File: config.mk
export PLATFORM = sky130hd
export DESIGN_NAME = vrf_write_sequencer
export DESIGN_NICKNAME = d
export VERILOG_FILES = /design/src/rtl/vrf_pkg.sv /design/src/rtl/vrf_write_sequencer_rr_arb2.sv /design/src/rtl/vrf_write_sequencer.sv
export SDC_FILE = /design/constraint.sdc
export NUM_CORES = 1
export LEC_CHECK = 0
export CAP_MARGIN = 20
export CORE_MARGIN = 3
export CORE_UTILIZATION = 25
export CTS_CLUSTER_SIZE = 10
export DETAILED_ROUTE_END_ITERATION = 10
export GPL_ROUTABILITY_DRIVEN = 0
export PLACE_DENSITY_LB_ADDON = 0.3
export SLEW_MARGIN = 20
export SYNTH_ARGS = -nofsm -noshare
export SYNTH_HDL_FRONTEND = slang
export SYNTH_SLANG_ARGS = --single-unit
File: constraint.sdc
create_clock -name clk -period 2.45 [get_ports clk]
set_input_delay 0.245 -clock clk [delete_from_list [all_inputs] [get_ports clk]]
set_output_delay 0.245 -clock clk [all_outputs]
set_load 0.01 [all_outputs]
File: src/rtl/vrf_pkg.sv
// Shared parameters, types and enumerations for the vector register file
// write sequencer.
package vrf_pkg;

  localparam int unsigned WIDTH        = 24;
  localparam int unsigned REGNUM       = 16;
  localparam int unsigned VECTOR_WIDTH = 8;
  localparam int unsigned REG_W        = $clog2(REGNUM);
  localparam int unsigned IDX_W        = $clog2(VECTOR_WIDTH);

  typedef logic [WIDTH-1:0] elem_t;
  typedef elem_t [VECTOR_WIDTH-1:0] vec_t;

  typedef enum logic [1:0] {IDLE, BURST, ELEM} seq_state_t;

  // Prefixed so the literals do not collide with the sequencer states.
  typedef enum logic {GNT_VEC, GNT_ELEM} grant_t;

endpackage

File: src/rtl/vrf_write_sequencer_rr_arb2.sv
// Two-way round-robin arbiter between the vector and element writers.
// Each ready depends only on the other requester's valid.
module rr_arb2
  import vrf_pkg::*;
(
  input  logic clk,
  input  logic rst_n,
  input  logic en,
  input  logic req_vec,
  input  logic req_elem,
  output logic rdy_vec,
  output logic rdy_elem,
  output logic gnt_vec,
  output logic gnt_elem
);

  grant_t last_grant_q, last_grant_d;

  assign rdy_vec  = en && (!req_elem || (last_grant_q == GNT_ELEM));
  assign rdy_elem = en && (!req_vec  || (last_grant_q == GNT_VEC));
  assign gnt_vec  = req_vec  && rdy_vec;
  assign gnt_elem = req_elem && rdy_elem;

  always_comb begin
    last_grant_d = last_grant_q;
    if (gnt_vec) begin
      last_grant_d = GNT_VEC;
    end else if (gnt_elem) begin
      last_grant_d = GNT_ELEM;
    end
  end

  // Reset to ELEM so the first tie goes to the vector writer.
  always_ff @(posedge clk or negedge rst_n) begin
    if (!rst_n) begin
      last_grant_q <= GNT_ELEM;
    end else begin
      last_grant_q <= last_grant_d;
    end
  end

endmodule

File: src/rtl/vrf_write_sequencer.sv
// Write-port controller for the vector register file: arbitrates vector and
// element writers, bursts vectors element by element, steers reads when idle.
module vrf_write_sequencer
  import vrf_pkg::*;
(
  input  logic                          clk,
  input  logic                          rst_n,
  input  logic                          vec_valid,
  output logic                          vec_ready,
  input  logic [REG_W-1:0]              vec_reg,
  input  logic [VECTOR_WIDTH*WIDTH-1:0] vec_data,
  input  logic                          elem_valid,
  output logic                          elem_ready,
  input  logic [REG_W-1:0]              elem_reg,
  input  logic [IDX_W-1:0]              elem_index,
  input  logic [WIDTH-1:0]              elem_data,
  input  logic [REG_W-1:0]              rd_reg,
  input  logic [IDX_W-1:0]              rd_index,
  output logic                          rd_stall,
  output logic                          rf_we,
  output logic [REG_W-1:0]              rf_reg_num,
  output logic [IDX_W-1:0]              rf_index,
  output logic [WIDTH-1:0]              rf_data_in,
  output logic                          busy,
  output logic                          done
);

  localparam logic [IDX_W-1:0] LAST_IDX = IDX_W'(VECTOR_WIDTH - 1);

  seq_state_t       state_q, state_d;
  logic [IDX_W-1:0] cnt_q, cnt_d;
  vec_t             vec_q, vec_d;
  logic             we_q, we_d;
  logic             done_q, done_d;
  logic [REG_W-1:0] wr_reg_q, wr_reg_d;
  logic [IDX_W-1:0] wr_idx_q, wr_idx_d;
  elem_t            wr_data_q, wr_data_d;

  vec_t             vec_in;
  logic [IDX_W-1:0] nxt_idx;
  logic             gnt_vec, gnt_elem;

  assign vec_in  = vec_data;
  assign nxt_idx = cnt_q + 1'b1;

  rr_arb2 u_arb (
    .clk      (clk),
    .rst_n    (rst_n),
    .en       (state_q == IDLE),
    .req_vec  (vec_valid),
    .req_elem (elem_valid),
    .rdy_vec  (vec_ready),
    .rdy_elem (elem_ready),
    .gnt_vec  (gnt_vec),
    .gnt_elem (gnt_elem)
  );

  always_comb begin
    state_d   = state_q;
    cnt_d     = cnt_q;
    vec_d     = vec_q;
    we_d      = we_q;
    done_d    = 1'b0;
    wr_reg_d  = wr_reg_q;
    wr_idx_d  = wr_idx_q;
    wr_data_d = wr_data_q;
    unique case (state_q)
      IDLE: begin
        if (gnt_vec) begin
          state_d   = BURST;
          vec_d     = vec_in;
          cnt_d     = '0;
          we_d      = 1'b1;
          wr_reg_d  = vec_reg;
          wr_idx_d  = '0;
          wr_data_d = vec_in[0];
        end else if (gnt_elem) begin
          state_d   = ELEM;
          we_d      = 1'b1;
          wr_reg_d  = elem_reg;
          wr_idx_d  = elem_index;
          wr_data_d = elem_data;
        end
      end
      BURST: begin
        // cnt_q tracks the element currently on the write port.
        if (cnt_q == LAST_IDX) begin
          state_d = IDLE;
          we_d    = 1'b0;
          cnt_d   = '0;
        end else begin
          cnt_d     = nxt_idx;
          wr_idx_d  = nxt_idx;
          wr_data_d = vec_q[nxt_idx];
          done_d    = (nxt_idx == LAST_IDX);
        end
      end
      ELEM: begin
        state_d = IDLE;
        we_d    = 1'b0;
      end
      default: begin
        state_d = IDLE;
        we_d    = 1'b0;
      end
    endcase
  end

  always_ff @(posedge clk or negedge rst_n) begin
    if (!rst_n) begin
      state_q   <= IDLE;
      cnt_q     <= '0;
      vec_q     <= '0;
      we_q      <= 1'b0;
      done_q    <= 1'b0;
      wr_reg_q  <= '0;
      wr_idx_q  <= '0;
      wr_data_q <= '0;
    end else begin
      state_q   <= state_d;
      cnt_q     <= cnt_d;
      vec_q     <= vec_d;
      we_q      <= we_d;
      done_q    <= done_d;
      wr_reg_q  <= wr_reg_d;
      wr_idx_q  <= wr_idx_d;
      wr_data_q <= wr_data_d;
    end
  end

  assign rf_we      = we_q;
  assign rd_stall   = we_q;
  assign done       = done_q;
  assign busy       = (state_q != IDLE);
  assign rf_reg_num = we_q ? wr_reg_q : rd_reg;
  assign rf_index   = we_q ? wr_idx_q : rd_index;
  assign rf_data_in = wr_data_q;

endmodule

==> key figures <==
Worst setup path
  – Max incr delay on CP: 0.59 ns
  – Critical path fanouts, max: 7
  – Worst R2R End: rf_data_in[14]
  – Timing endpoint of the critical path: elem_ready
  – Stages on worst setup path: 4
  – CP Class: register to output port
  – Worst setup EP type: output port
  – Worst Setup Start Kind: register
  – Slowest-stage cell, CP: clkdlybuf4s50_1
  – WP buf/inv: 2
  – Reg2Reg Depth: 6
  – Worst Setup SP: state_q[0]
  – Worst-path cell chain: nor2_4 > inv_1 > a21oi_1 > clkdlybuf4s50_1
  – CP required: ~2.2 ns
  – R2R Setup Slk: between 0.15 and 0.2 ns
  – Worst reg2reg path startpoint: cnt_q[0]
  – Cell family with most CP delay: buffers and inverters
  – WP data arrival: between 2 and 2.5 ns

STA
  – Fmax: approximately 430 MHz
  – Fin crit period: roughly 2.3 ns
  – Post-route setup TNS: 0 ns
  – Period utilization: 0.952
  – Final Hold Viols: 0
  – Skew final: approximately 0.014 ns
  – Slew margin rel.: 0.536
  – Endpoints failing setup: 0
  – Unrepaired setup endpoints after global routing: false
  – Slew @ Worst Pin: ~0.70 ns
  – Max-slew violations: 0

Logic synthesis
  – Top cell type's share of synthesized area: 0.538
  – Synthesized cell area: between 10000 and 15000 µm²
  – Simple-gate portion of the synthesized area: 0.230
  – Synth Area in XOR/XNOR: 0
  – Most common cell in the synthesized netlist: nand2_1
  – Asr flop ratio synth: 1.00
  – Yosys warning count: 0
  – Mux cell area share after synthesis: 0.101
  – Mean Syn Cell Area: slightly above 9 µm²
  – Most instantiated cells after synthesis: nand2_1, dfrtp_1, mux2i_1, buf_2, clkbuf_1
  – Top cells by area, synth: dfrtp_1, nand2_1, mux2i_1, o32a_1, o221ai_1
  – Mapped Cells: approximately 1.2k
  – FF+latch count, synth: 231
  – EDFF count, synth: 0
  – Most used DFF post-synth: dfrtp_1
  – Synth Area in Compound Gates: 0.0915
  – Largest family of logic cells by synthesized area: simple AND/OR/NAND/NOR gates
  – Sequential fraction of the synthesis area: 0.541
  – Post-synthesis adder-cell area fraction: 0.00351
  – Cell variety after synth: 38
  – Syn Nets: 1407
  – Top cell type by total area after synthesis: dfrtp_1

Placed design
  – Final HPWL DP: 29500 µm
  – Number of port buffers: 274
  – Post-DP Area: roughly 14000 µm²
  – Placed Cells: 1949

Floorplanning
  – Starting density of the core: 0.254
  – Die X: about 210 µm
  – Cell row count: between 70 and 80
  – Die Ht: 213 µm
  – Core region area: roughly 42000 µm²
  – Top-Level Pins: around 280
  – DIE AREA: ~45000 µm²

Cells and area
  – Layout cells sized above 1: 0.0850
  – Design Area, Final: ~15000 µm²
  – Fin nets: 1685
  – Filler cells: around 4.3k
  – P&R area growth vs syn: 42.7%
  – Antenna diodes: 0
  – Post-Layout Cell Count: 1998

Routing
  – Via count: about 9.2k
  – Remaining DRCs: 0
  – Post-DRT Antenna Nets: 0
  – DR vias/cell: 4.60
  – Routed WL per cell: between 15 and 20 µm
  – 1st-pass router iterations: 5
  – Final WL: 39500 µm
  – Detailed router's first-iteration violation count: 738

Global routing
  – GRT Overall Usage: 0.172
  – Largest net degree at the start of global routing: 89
  – Gr ovfl total: 0
  – First-pass GRT wire length: about 59000 µm
  – Antenna violations before repair: 3
  – Vias in the first global route: ~9.4k

Clock network
  – Clock input transition at the sequential cells of the worst setup and hold paths: approximately 0.060 ns
  – TritonCTS clock tree: yes
  – Clock Latency Late Sink: around 0.56 ns
  – CTS root buffer: clkbuf_16
  – CTS Buf Count: 29
  – Clock Sink Count: between 200 and 250
  – H-tree Lvls: 1
  – Clk buf depth: 3

Power
  – Worst VDD drop: roughly 0.72 mV
  – PD cells: between 1000 and 1500 nW/µm²
  – Leakage: between 7 and 8 nW

Run status
  – Status: finished, final reports clean

Run
  – Max cap viols: 0

Min path
  – Worst hold-check path type: primary input to register
-- logic make-up (layout without fill, tap and decap cells) --
logic type                 after synthesis  count (layout)
adders and majority gates                3               3
buffers and inverters                   81             374
and+or+nand+nor                        627             627
DFF                                    231             231
muxes                                  107             107
AOI/OAI and AO/OA                      117             117
-- state kept, by name, summed over array words and instances, names as in the netlist --
signal              flops
wr_idx_q                3
state_q                 2
cnt_q                   3
vec_q                 192
wr_reg_q                4
u_arb.last_grant_q      1
done                    1
rf_data_in             24
rd_stall                1
-- metrics by stage --
| step | total power [mW] | worst slack [ns] | utilization | hold WS [ns] |
|---|---|---|---|---|
| global route | 21.1 | 0.0247 | 0.362 | 0.209 |
| global placement | 15.6 | 0.111 | 0.341 | 0.308 |
| finish | 19.7 | 0.118 | 0.362 | 0.218 |
| floorplan | 12.0 | 0.226 | - | -0.0506 |
| CTS | 20.0 | 0.0897 | 0.362 | 0.178 |
| detailed placement | 15.8 | 0.100 | 0.341 | 0.312 |
-- final cells by class --
class	instances	area [µm²]	area share
Clock inverter	5	53.8	0.00353
Timing Repair Buffer	325	3310	0.217
Sequential cell	231	5780	0.379
Tap cell	539	674	0.0442
Inverter	3	11.3	0.000738
Clock buffer	41	811	0.0531
Multi-Input combinational cell	854	4620	0.303
-- placed cells by master (no fill, tap or decap), drive strengths merged --
master         count
a21oi              2
or2               24
nand2b             2
buf               51
o2bb2ai           24
o31a               1
mux2i            100
nand3              2
a22o               1
bufinv             1
clkinv             3
mux2               7
a221oi             1
dfrtp            230
a21o              24
nor2               5
inv                4
a21boi             1
nand4bb            1
clkdlybuf4s50    273
a31oi              3
dlygate4sd3        1
dfstp              1
and3               1
nor2b              1
o221ai            24
or3                2
clkbuf            41
o32ai              1
o32a              24
nand2            586
and4b              1
ha                 3
o21ai              9
o31ai              2
and2               2
-- tightest hold or removal path: stages --
cell	delay, ns
clkdlybuf4s50_1	0.40
nand2_1	0.05
nand2_1	0.04
-- report_power, final --
part | leakage, nW | internal [mW] | total, mW | switching, mW
clock network | 0.426 | 2.37 | 4.01 | 1.64
logic | 4.15 | 4.16 | 8.72 | 4.56
registers | 2.87 | 5.64 | 6.99 | 1.35
-- worst min path at each step --
stage                       start         end  slack, ns  cells after the start
finish               vec_data[26]   vec_q[26]       0.22                      3
global placement            rst_n    vec_q[1]       0.31                      1
CTS                  vec_data[90]   vec_q[90]       0.18                      3
detailed placement          rst_n    vec_q[1]       0.31                      1
global route        vec_data[156]  vec_q[156]       0.21                      3
floorplan                   rst_n    cnt_q[0]      -0.05                      0
-- per-layer routing --
metal,up-vias,global-route usage,share of wire
met1,4463,0.276,0.52
met3,46,0.0328,0.064
met5,-,0,0.0011
met4,6,0.0349,0.016
li1,4390,-,-
met2,291,0.236,0.40
-- repair_timing --
item / in CTS / in global routing
gates resized for setup: 1 / 0
hold buffers: 1 / 0
hold endpoints to repair: 69 / 0
setup buffers: 2 / 0
setup endpoints to repair: 2 / 0
Power figures use the tool's default switching activity.
